[src/rtl/fetch_unit.sv]
// Fetch stage: PC -> ROM address, registered prefetch FIFO of {inst, pc}; a word is valid one cycle after its push.
// Stalls when the FIFO is full and decode is not ready; redirects flush. FETCH_ALIGN_CHECK_EN enables misaligned-redirect trapping.
module fetch_unit #(
  parameter int                       IMemAddrWidth = 16,
  parameter logic [IMemAddrWidth-1:0] RESET_PC      = '0,
  parameter int                       FIFO_DEPTH    = 2
) (
  input  logic                     clk,
  input  logic                     reset,
  output logic [IMemAddrWidth-1:0] rom_address,
  input  logic [31:0]              rom_data,
  input  logic                     redirect,
  input  logic [IMemAddrWidth-1:0] redirect_pc,
  output logic                     inst_valid,
  input  logic                     inst_ready,
  output logic [31:0]              inst,
  output logic [IMemAddrWidth-1:0] inst_pc,
  output logic                     fetch_misaligned
);

  localparam int PtrW = $clog2(FIFO_DEPTH);
  localparam int CntW = PtrW + 1;

  typedef struct packed {
    logic [31:0]              inst;
    logic [IMemAddrWidth-1:0] pc;
  } entry_t;

  entry_t                   r_mem [FIFO_DEPTH];
  logic [PtrW-1:0]          r_rd_ptr;
  logic [PtrW-1:0]          r_wr_ptr;
  logic [CntW-1:0]          r_count;
  logic [IMemAddrWidth-1:0] r_pc;

  logic                     w_pop;
  logic                     w_push;
  logic                     w_halted;
  logic [IMemAddrWidth-1:0] w_redirect_target;
  entry_t                   w_head;

`ifdef FETCH_ALIGN_CHECK_EN
  logic r_halted;
  logic r_misaligned;
  logic w_redirect_bad;

  assign w_redirect_bad    = (redirect_pc[1:0] != 2'b00);
  assign w_redirect_target = redirect_pc;
  assign w_halted          = r_halted;
  assign fetch_misaligned  = r_misaligned;

  // A misaligned target parks the stage until an aligned redirect arrives.
  always_ff @(posedge clk) begin
    if (reset) begin
      r_halted     <= 1'b0;
      r_misaligned <= 1'b0;
    end else begin
      r_misaligned <= redirect & w_redirect_bad;
      if (redirect) begin
        r_halted <= w_redirect_bad;
      end
    end
  end
`else
  assign w_redirect_target = redirect_pc & ~IMemAddrWidth'(3);
  assign w_halted          = 1'b0;
  assign fetch_misaligned  = 1'b0;
`endif

  assign rom_address = r_pc;
  assign w_head      = r_mem[r_rd_ptr];
  assign inst        = w_head.inst;
  assign inst_pc     = w_head.pc;
  assign inst_valid  = (r_count != '0);

  assign w_pop  = inst_valid & inst_ready;
  assign w_push = !redirect & !w_halted & ((r_count < CntW'(FIFO_DEPTH)) | w_pop);

  always_ff @(posedge clk) begin
    if (reset) begin
      r_pc     <= RESET_PC;
      r_rd_ptr <= '0;
      r_wr_ptr <= '0;
      r_count  <= '0;
      for (int i = 0; i < FIFO_DEPTH; i++) begin
        r_mem[i] <= '0;
      end
    end else if (redirect) begin
      r_pc     <= w_redirect_target;
      r_rd_ptr <= '0;
      r_wr_ptr <= '0;
      r_count  <= '0;
    end else begin
      // When full, a same-cycle pop frees the slot the push overwrites.
      if (w_push) begin
        r_mem[r_wr_ptr] <= '{inst: rom_data, pc: r_pc};
        r_wr_ptr        <= r_wr_ptr + 1'b1;
        r_pc            <= r_pc + IMemAddrWidth'(4);
      end
      if (w_pop) begin
        r_rd_ptr <= r_rd_ptr + 1'b1;
      end
      if (w_push && !w_pop) begin
        r_count <= r_count + 1'b1;
      end else if (w_pop && !w_push) begin
        r_count <= r_count - 1'b1;
      end
    end
  end

endmodule

[config.mk]
export PLATFORM = sky130hd
export DESIGN_NAME = fetch_unit
export DESIGN_NICKNAME = d
export VERILOG_FILES = /design/src/rtl/fetch_unit.sv
export SDC_FILE = /design/constraint.sdc
export NUM_CORES = 1
export LEC_CHECK = 0
export CORE_MARGIN = 4
export CORE_UTILIZATION = 35
export DETAILED_ROUTE_END_ITERATION = 7
export HOLD_SLACK_MARGIN = 0.05
export PLACE_DENSITY = 0.65
export SETUP_SLACK_MARGIN = 0.5
export SLEW_MARGIN = 20
export SYNTH_ARGS = -nofsm -noshare
export SYNTH_HDL_FRONTEND = slang
export SYNTH_SLANG_ARGS = --single-unit
[constraint.sdc]
create_clock -name clk -period 11.1 [get_ports clk]
set_input_delay 2.22 -clock clk [delete_from_list [all_inputs] [get_ports clk]]
set_output_delay 2.22 -clock clk [all_outputs]
set_load 0.02 [all_outputs]
Word level (Yosys, flattened, before mapping) --
Memory sizes are Yosys's and may differ from the RTL's. A register that Yosys moved wholly into a read port is not among the register bits. Index checks and enable logic that the tools add are counted.
Storage, ports and cells: register bits 20, bits in latches 0, memory bits (writable) 96, bits in read-only memories 0, input bits 52, word-level logic and storage cells 40, memories kept 1
Memory list:
- r_mem | words 2, width 48, rd ports 1, clocked after Yosys merged registers in 1, wr ports 2, RTL line 29 | entry_t r_mem [FIFO_DEPTH];
Cells by class: add/sub/neg operators 5, multipliers 0, divide/modulo/power cells 0, magnitude comparators 1, equal/unequal tests 0, shift operators 0, mux-type cells 15, bitwise logic cells 3, reductions and logical operators 10
Operator list (count):
- $mux 48 | 1
- $reduce_or 48->1 | 1
- $mux 16 | 2
- $add 16x3->16 const B | 1
- $mux 1 | 10
- $reduce_bool 2->1 | 3
- $mux 2 | 2
- $logic_not 1->1 | 3
- $add 1x1->1 const B | 2
- $add 2x1->2 const B | 1
- $and 1x1->1 | 2
- $logic_and 1x1->1 | 2
- $lt 2x2->1 const B | 1
- $reduce_or 2->1 | 1
- $sub 2x1->2 const B | 1
- $or 1x1->1 | 1

Depth between registers and ports, before layout --
Gate-level depths: netlist (run 1).
depth in word-level cells 10, mapped depth 7

Worst setup path after synthesis (run 1) --
Ideal clock, no wire load.
path kind input to register, from input port inst_ready, to memory r_mem[0][10] in the netlist's numbering (enable), setup time 519 ps, data arrival time 5874 ps, setup slack 4707 ps, cell stages on the path 3, path through nor2b_1 clkbuf_1 o31ai_1
RTL lines:
- from (decl) | RTL line 15 | input logic inst_ready,
- to (decl) | RTL line 29

==> impl_metrics.toml, run 1 <==
[pwr]
p_leak_nw = 2.37
powerDensity_mw_per_mm2 = 143
ir_drop_mv = 0.0639

[setup_path]
path_class = "primary input to flip-flop"
critPathCaptureType = "flip-flop"
cp-start-kind = "primary input"
worstPathArrival_ps = 4730
required_ps = 11080
crit_fanout = 47

[floorplan]
die_area_sq_mm = 0.0162
core_area_sq_mm = 0.0139
die_h_um = 127
row_count = 43
start_util = 0.358
ios = 118
chipWidth_um = 127

[placed_design]
place_area_sq_mm = 0.00624
globalplace.congestion = 0.874
io_buffers = 110
dp_hpwl_um = 6610

[clock_network]
numCtsBuffers = 9
cts_resized = 0
cts_root_buf = "clkbuf_16"
clk_pin_slew_ps = 60
holdBufCountCts = 0
ctsLongestPathBuffers = 2
postCtsSetupRepairBufs = 0
cts_max_level = 3
clk_latency_ps = 340
cts_tree = "done"
clock-sinks = 111

[sta]
worst_slew_margin_rel = 0.368
fin_tns_setup_ps = 0
period_share = 0.428
setup_viol_count_final = 0
slew_viol_final = 0
rsz0062_at_grt = "false"
fin_skew_ps = 4.33
worst_slew_pin_slew_ps = 946
finalCriticalPeriod_ps = 4750
hold_viol = 0
clock.fmax_ghz = 0.210

[final_layout]
n_fill_cell = 1267
drive_above_1_share = 0.143
antenna_cells = 0
syn2layout_area_growth_pct = 30.2
final_core_util = 0.466
final_nets = 532
final_cell_area_sq_mm = 0.00650

[global_route]
grt_pass1_vias = 3441
met3_usage = 0.0401
overflow = 0
met2_usage = 0.226
grt_pass1_wl_um = 17200
grtUsageTotal = 0.134
grt.busiest_layer = "met2"
grt_antenna_before_repair = 0
grtUsageMet1 = 0.161
grt_max_degree = 48

[yosys]
yosysSeqAreaShare = 0.629
synthCells = 377
yosysWarningCount = 0
synth_edf_count = 92
ys_async_sr_fraction = 0
ys_dominant_reg_cell = "edfxtp_1"
ys_types = 39
avgSynthCellArea_sq_um = 13.2
syn-cell-area_sq_mm = 0.00499
synth-seq-cells = 111

[routing]
postRouteAntennaNets = 0
first_pass_iters = 4
routedWlPerCell_um = 15.9
via_per_inst = 4.81
drt_drc_violations_left = 0
drtIter0Drc = 146
drt-total-wl_um = 10500
vias = 3191

[min_path]
min_path_type = "flip-flop to flip-flop"

[outcome]
status = "completed"

[flow_run]
drv_cap = 0
[flip-flops by register name, summed over array words and instances, names as in the netlist, named ones only]
name	cells
r_wr_ptr	1
r_rd_ptr	1
rom_address	14
r_mem	92
r_count	2
[layer usage]
| metal | share of wire | routed length, um |
|---|---|---|
| met1 | 0.42 | 4430 |
| met2 | 0.49 | 5150 |
| met3 | 0.073 | 768 |
| met4 | 0.016 | 173 |
| met5 | 0 | 0 |
[kinds of logic after synthesis]
group,synth area share
compound gates,0.0308
xor+xnor,0.0246
fa+ha+maj,0.00501
buf+inv,0.0308
flops,0.629
mux,0.104
other cells,0.000751
simple gates,0.175
[path summary, 6_finish.rpt]
path,start,end,slack (ps),cells past startpoint
worst min-delay path,r_rd_ptr$_SDFFE_PP0P_,r_rd_ptr$_SDFFE_PP0P_,520,2
worst min register to register,r_rd_ptr$_SDFFE_PP0P_,r_rd_ptr$_SDFFE_PP0P_,520,2
worst max register to register,r_count[1]$_SDFFE_PP0P_,r_mem[1][21]$_SDFFCE_PN0P_,8510,4
worst max-delay path,reset,r_mem[1][21]$_SDFFCE_PN0P_,6350,5
[power breakdown]
| part | leakage [nW] | internal [mW] | switching [mW] |
|---|---|---|---|
| Combinational | 1.10 | 0.0722 | 0.0706 |
| Sequential | 1.14 | 0.480 | 0.0138 |
| Clock | 0.126 | 0.158 | 0.135 |
[layout by cell type (no fill, tap or decap), types with 9 or more instances in the layout]
cell and instances:
edfxtp_1 92, clkbuf_16 9, clkdlybuf4s50_1 110, and2_1 90, dfxtp_1 18, nor2_1 14, mux2_2 46, nand2_1 13
[cell type report]
cell class	count	area [sq um]	share of cell area
multi-input cells	240	1730	0.267
repair buffers	113	1120	0.173
inverters	3	11.3	0.00173
flip-flops and latches	111	3140	0.484
well taps	180	225	0.0346
clock inverters	1	3.75	0.000577
clock buffers	15	258	0.0397
[critical path, stage by stage]
cell	delay, ps
clkdlybuf4s50_1	690
nor2_1	310
and3_2	730
or2_2	220
buf_4	520
[cells in the mapped netlist, types with 2 or more instances]
cell type	number	share of area
edfxtp_1	92	0.55
and2_1	90	0.11
mux2_2	46	0.10
dfxtp_1	19	0.076
clkbuf_1	16	0.012
nor2_1	15	0.011
nand2_1	13	0.0098
buf_4	7	0.011
nand3_1	7	0.0070
xnor2_1	7	0.012
xor2_1	7	0.012
a211oi_1	6	0.0090
nand4_1	5	0.0063
a21oi_1	4	0.0040
inv_1	3	0.0023
nor4_1	3	0.0038
o21ai_0	3	0.0030
o31ai_1	3	0.0045
or4_1	3	0.0045
a311oi_1	2	0.0035
and2_2	2	0.0030
and3_1	2	0.0025
ha_1	2	0.0050
nor3_1	2	0.0020
o211ai_1	2	0.0030
o22ai_1	2	0.0025
or2_2	2	0.0025
[metrics by stage]
stage          power (mW)  hold slack, ps  setup slack [ps]  instances
6_report            0.930             518              6350        663
5_1_grt             0.972             550              6060        663
4_1_cts             0.942             527              6260        663
3_5_place_dp        0.647             510              5890        647
3_3_place_gp        0.645             489              5930        647
2_1_floorplan       0.576             472              4710        381
(Power assumes the default switching activity.)
==> run 2: changes to the inputs <==
PLACE_DENSITY = 0.67   (was 0.65)
clock period = 4.02 ns   (was 11.1 ns; I/O delays follow)
==> run 2 against run 1 <==
Core utilization up 0.39 points; final area increased by 0.83%; sequential power grew to 2.8 times the previous value; flip-flop and latch count unchanged; worst setup slack lost 5600 ps; sequential share of layout area fell by 0.40 points; clock-buffer cell count is 3 lower; final cell count increased by 0.30%; first-iteration DRC count is 27% higher; critical path type is now flip-flop to output port; largest power group unchanged.
==> impl_metrics.toml, run 2 (synthesis results as in run 1) <==
[outcome]
status = "completed"

[clock_network]
clk_latency_ps = 340
cts_max_level = 3
holdBufCountCts = 0
cts_root_buf = "clkbuf_16"
cts_tree = "done"
cts_resized = 0
numCtsBuffers = 9
ctsLongestPathBuffers = 2
clock-sinks = 111
clk_pin_slew_ps = 70
postCtsSetupRepairBufs = 0

[sta]
hold_viol = 0
period_share = 0.813
slew_viol_final = 0
rsz0062_at_grt = "false"
worst_slew_pin_slew_ps = 958
fin_skew_ps = 7.05
clock.fmax_ghz = 0.306
setup_viol_count_final = 0
finalCriticalPeriod_ps = 3270
fin_tns_setup_ps = 0
worst_slew_margin_rel = 0.360

[global_route]
overflow = 0
grt_pass1_vias = 3356
grtUsageTotal = 0.135
grt_max_degree = 47
grt_antenna_before_repair = 0
grt_pass1_wl_um = 17100

[flow_run]
drv_cap = 0

[placed_design]
io_buffers = 110
globalplace.congestion = 0.881
place_area_sq_mm = 0.00625
dp_hpwl_um = 6820

[pwr]
p_switching_uw = 615
ir_drop_mv = 0.214
p_seq_frac = 0.515
clockPowerShare = 0.337
p_int_mw = 2.04
powerDensity_mw_per_mm2 = 405
p_leak_nw = 2.40
p_comb_frac = 0.148
sw_frac_of_total = 0.232

[setup_path]
crit_chain = "buf_4, mux2_2, clkdlybuf4s50_1"
crit_family = "buffers and inverters"
r2r_start = "r_count[1]$_SDFFE_PP0P_"
crit_fanout = 25
cp-start-kind = "flip-flop"
path_class = "flip-flop to output port"
slowest_stage = "dfxtp_2"
worstPathArrival_ps = 2470
critPathCaptureType = "output port"
required_ps = 3220
max_stage_delay_ps = 750
critical_path_buf_inv_count = 2

[final_layout]
final_nets = 534
final_cell_area_sq_mm = 0.00655
antenna_cells = 0
syn2layout_area_growth_pct = 31.2
final_cell_mix = "110 x clkdlybuf4s50_1, 92 x edfxtp_1, 90 x and2_1"
drive_above_1_share = 0.155
top_register = "r_mem"
final_common_cell = "clkdlybuf4s50_1"
largest_register_ffs = 92
n_fill_cell = 1263

[floorplan]
core_area_sq_mm = 0.0139
start_util = 0.358
die_h_um = 127
die_area_sq_mm = 0.0162
row_count = 43
ios = 118
chipWidth_um = 127

[routing]
via_per_inst = 4.80
wl_met1_um = 4660
vias = 3194
routedWlPerCell_um = 16.0
drtIter0Drc = 185
wl_met2_um = 5020
first_pass_iters = 4
drt_drc_violations_left = 0
postRouteAntennaNets = 0
routed.top_layer = "met4"
drt-total-wl_um = 10600
met3_length_um = 765

[min_path]
min_path_type = "flip-flop to flip-flop"
min_from = "r_rd_ptr$_SDFFE_PP0P_"
==> run 2: cell types whose count changed in the layout (fill, tap and decap cells not counted), sizes merged <==
| cell | delta |
|---|---|
| bufinv | +1 |
| clkinv | +2 |
| buf | +2 |
| clkbuf | -3 |
==> run 2: worst register-to-register path, cell delays in order (launching register included) <==
cell and delay, ps:
dfxtp_1 330, nand2b_1 340, nand2_1 210, nor2_4 760
and2_2 280
==> run 2: final timing paths <==
check,slack [ps],depth (start not counted),to
max,750,3,inst[8]
min,510,2,flip-flop
max reg2reg,1970,4,r_mem[0][5]$_SDFFCE_PN0P_
min reg2reg,510,2,flip-flop
==> run 2: power by group through the flow <==
| stage | Clock [mW] | Combinational (mW) | Sequential, mW |
|---|---|---|---|
| after floorplan | 0 | 0.205 | 1.39 |
| after global placement | 0 | 0.395 | 1.39 |
| after detailed placement | 0 | 0.398 | 1.39 |
| after CTS | 0.915 | 0.400 | 1.37 |
| after global routing | 0.970 | 0.423 | 1.37 |
| final | 0.894 | 0.393 | 1.37 |
==> run 2: layout make-up <==
class,instances,area [sq um],share of cell area
clock buffer,12,256,0.0391
clock inverter,4,43.8,0.00668
inverter,3,11.3,0.00172
multi-input combinational,240,1730,0.265
sequential,111,3140,0.480
tap,180,225,0.0344
timing repair buffer,115,1140,0.174
==> run 2: per-stage QoR <==
stage                     setup slack, ps  hold slack (ps)  utilization  power (mW)  std cells
after floorplan                      1340              472            -        1.59        381
after global placement                880              490        0.449        1.78        649
after detailed placement              836              505        0.449        1.79        649
after CTS                             664              518        0.470        2.68        665
after global routing                  600              534        0.470        2.77        665
final                                 750              511        0.470        2.65        665
==> run 2: per-layer routing <==
layer  vias up  GRT usage
met3         9     0.0443
li1       1538          -
met2       106      0.215
met4         0     0.0486
met5         -          0
met1      1541      0.171
==> run 3: changes to the inputs <==
clock period = 2.9 ns   (was 4.02 ns; I/O delays follow)
==> run 3 against run 2 <==
Final cell count up 0.75%; flip-flop and latch count unchanged; routed wire length up 1.2%; total power up 37%; register-to-register slack worse by 1000 ps; critical path depth up 3; non-clock buffer count up 5; clock skew up 0.66 ps; hold slack worse by 1.8 ps; sequential share of layout area down 1.3 points; clock-buffer cell count down 1; sequential power up 38%.
==> impl_metrics.toml, run 3 (synthesis results as in run 1) <==
[outcome]
status = "completed"

[setup_path]
cp-start-kind = "primary input"
path_class = "primary input to flip-flop"
critPathCaptureType = "flip-flop"
crit_chain = "clkdlybuf4s50_1, nor2b_1, nor2_1, ha_1, or3_1, a21oi_1"
max_stage_delay_ps = 570
required_ps = 3180
worstPathArrival_ps = 2520
crit_fanout = 8
slowest_stage = "nor2b_1"

[global_route]
grt_pass1_vias = 3305
grt_max_degree = 47
grtUsageTotal = 0.131
grt_pass1_wl_um = 16800
grt_antenna_before_repair = 0
overflow = 0

[floorplan]
ios = 118
start_util = 0.358
die_h_um = 127
row_count = 43
core_area_sq_mm = 0.0139
chipWidth_um = 127
die_area_sq_mm = 0.0162

[pwr]
powerDensity_mw_per_mm2 = 541
finalPower_mw = 3.64
ir_drop_mv = 0.237
p_leak_nw = 3.05

[sta]
hold_viol = 0
rsz0062_at_grt = "false"
period_share = 0.773
worst_slew_margin_rel = 0.529
final.setup.worst_slack_ps = 660
finalCriticalPeriod_ps = 2240
worst_slew_pin_slew_ps = 705
setup_viol_count_final = 0
fin_hold_ws_ps = 509
fin_skew_ps = 7.72
slew_viol_final = 0
clock.fmax_ghz = 0.446
fin_tns_setup_ps = 0

[final_layout]
final_core_util = 0.484
final_common_cell = "edfxtp_1"
final_cell_mix = "92 x edfxtp_1, 90 x and2_1, 64 x clkdlybuf4s50_1"
antenna_cells = 0
syn2layout_area_growth_pct = 35.0
top_register = "r_mem"
final_nets = 539
largest_register_ffs = 92
drive_above_1_share = 0.159
final_cell_area_sq_mm = 0.00674
final_cells = 670

[clock_network]
cts_root_buf = "clkbuf_16"
cts_tree = "done"
ctsLongestPathBuffers = 2
clock-sinks = 111
clk_pin_slew_ps = 70
numCtsBuffers = 9
clk_latency_ps = 340
cts_max_level = 3

[placed_design]
globalplace.congestion = 0.852
place_area_sq_mm = 0.00631
dp_hpwl_um = 6620
placed_cells = 653
io_buffers = 110
pre_cts_slack_ps = 304

[routing]
routedWlPerCell_um = 16.0
first_pass_iters = 4
drt_drc_violations_left = 0
via_per_inst = 4.84
vias = 3244
drtIter0Drc = 216
drt-total-wl_um = 10700
postRouteAntennaNets = 0

[flow_run]
drv_cap = 0

[min_path]
min_path_type = "flip-flop to flip-flop"
-- run 3: power by group --
group / internal (mW) / leakage [nW] / switching, mW / total [mW]
clock: 0.671 / 0.137 / 0.538 / 1.21
combinational: 0.274 / 1.78 / 0.270 / 0.544
sequential: 1.84 / 1.14 / 0.0548 / 1.89
total: 2.78 / 3.05 / 0.863 / 3.64
-- run 3: routing by layer --
metal | vias up | wire length (um) | GRT usage
li1 | 1550 | - | -
met5 | - | 0 | 0
met4 | 0 | 169 | 0.0505
met3 | 16 | 622 | 0.0376
met2 | 96 | 5190 | 0.213
met1 | 1582 | 4760 | 0.164
-- run 3: critical path: cells and delay by family --
kind / cells / cell delay [ps]
simple gates: 3 / 1020
buf+inv: 1 / 430
fa+ha+maj: 1 / 340
compound gates: 1 / 140
-- run 3: final timing paths --
path | cells after the start | slack, ps | start | end
hold reg to reg | 2 | 510 | r_rd_ptr$_SDFFE_PP0P_ | flip-flop
setup / recovery | 6 | 660 | inst_ready | r_count[1]$_SDFFE_PP0P_
hold / removal | 2 | 510 | r_rd_ptr$_SDFFE_PP0P_ | flip-flop
setup reg to reg | 5 | 920 | r_count[1]$_SDFFE_PP0P_ | r_count[1]$_SDFFE_PP0P_
-- run 3: final cells by class --
cell class	count	area (sq um)
Clock inverter	5	58.8
Timing Repair Buffer	120	1330
Fill cell	1229	7200
Clock buffer	11	233
Inverter	3	11.3
Tap cell	180	225
Multi-Input combinational cell	240	1730
Sequential cell	111	3140
-- run 3: timing repair --
item                                    in CTS  in global routing
resized for setup                            0                 46
endpoints found under the setup margin      46                 46
hold buffers                                 0                  0
gates cloned                                 0                  1
setup buffers                                0                  0
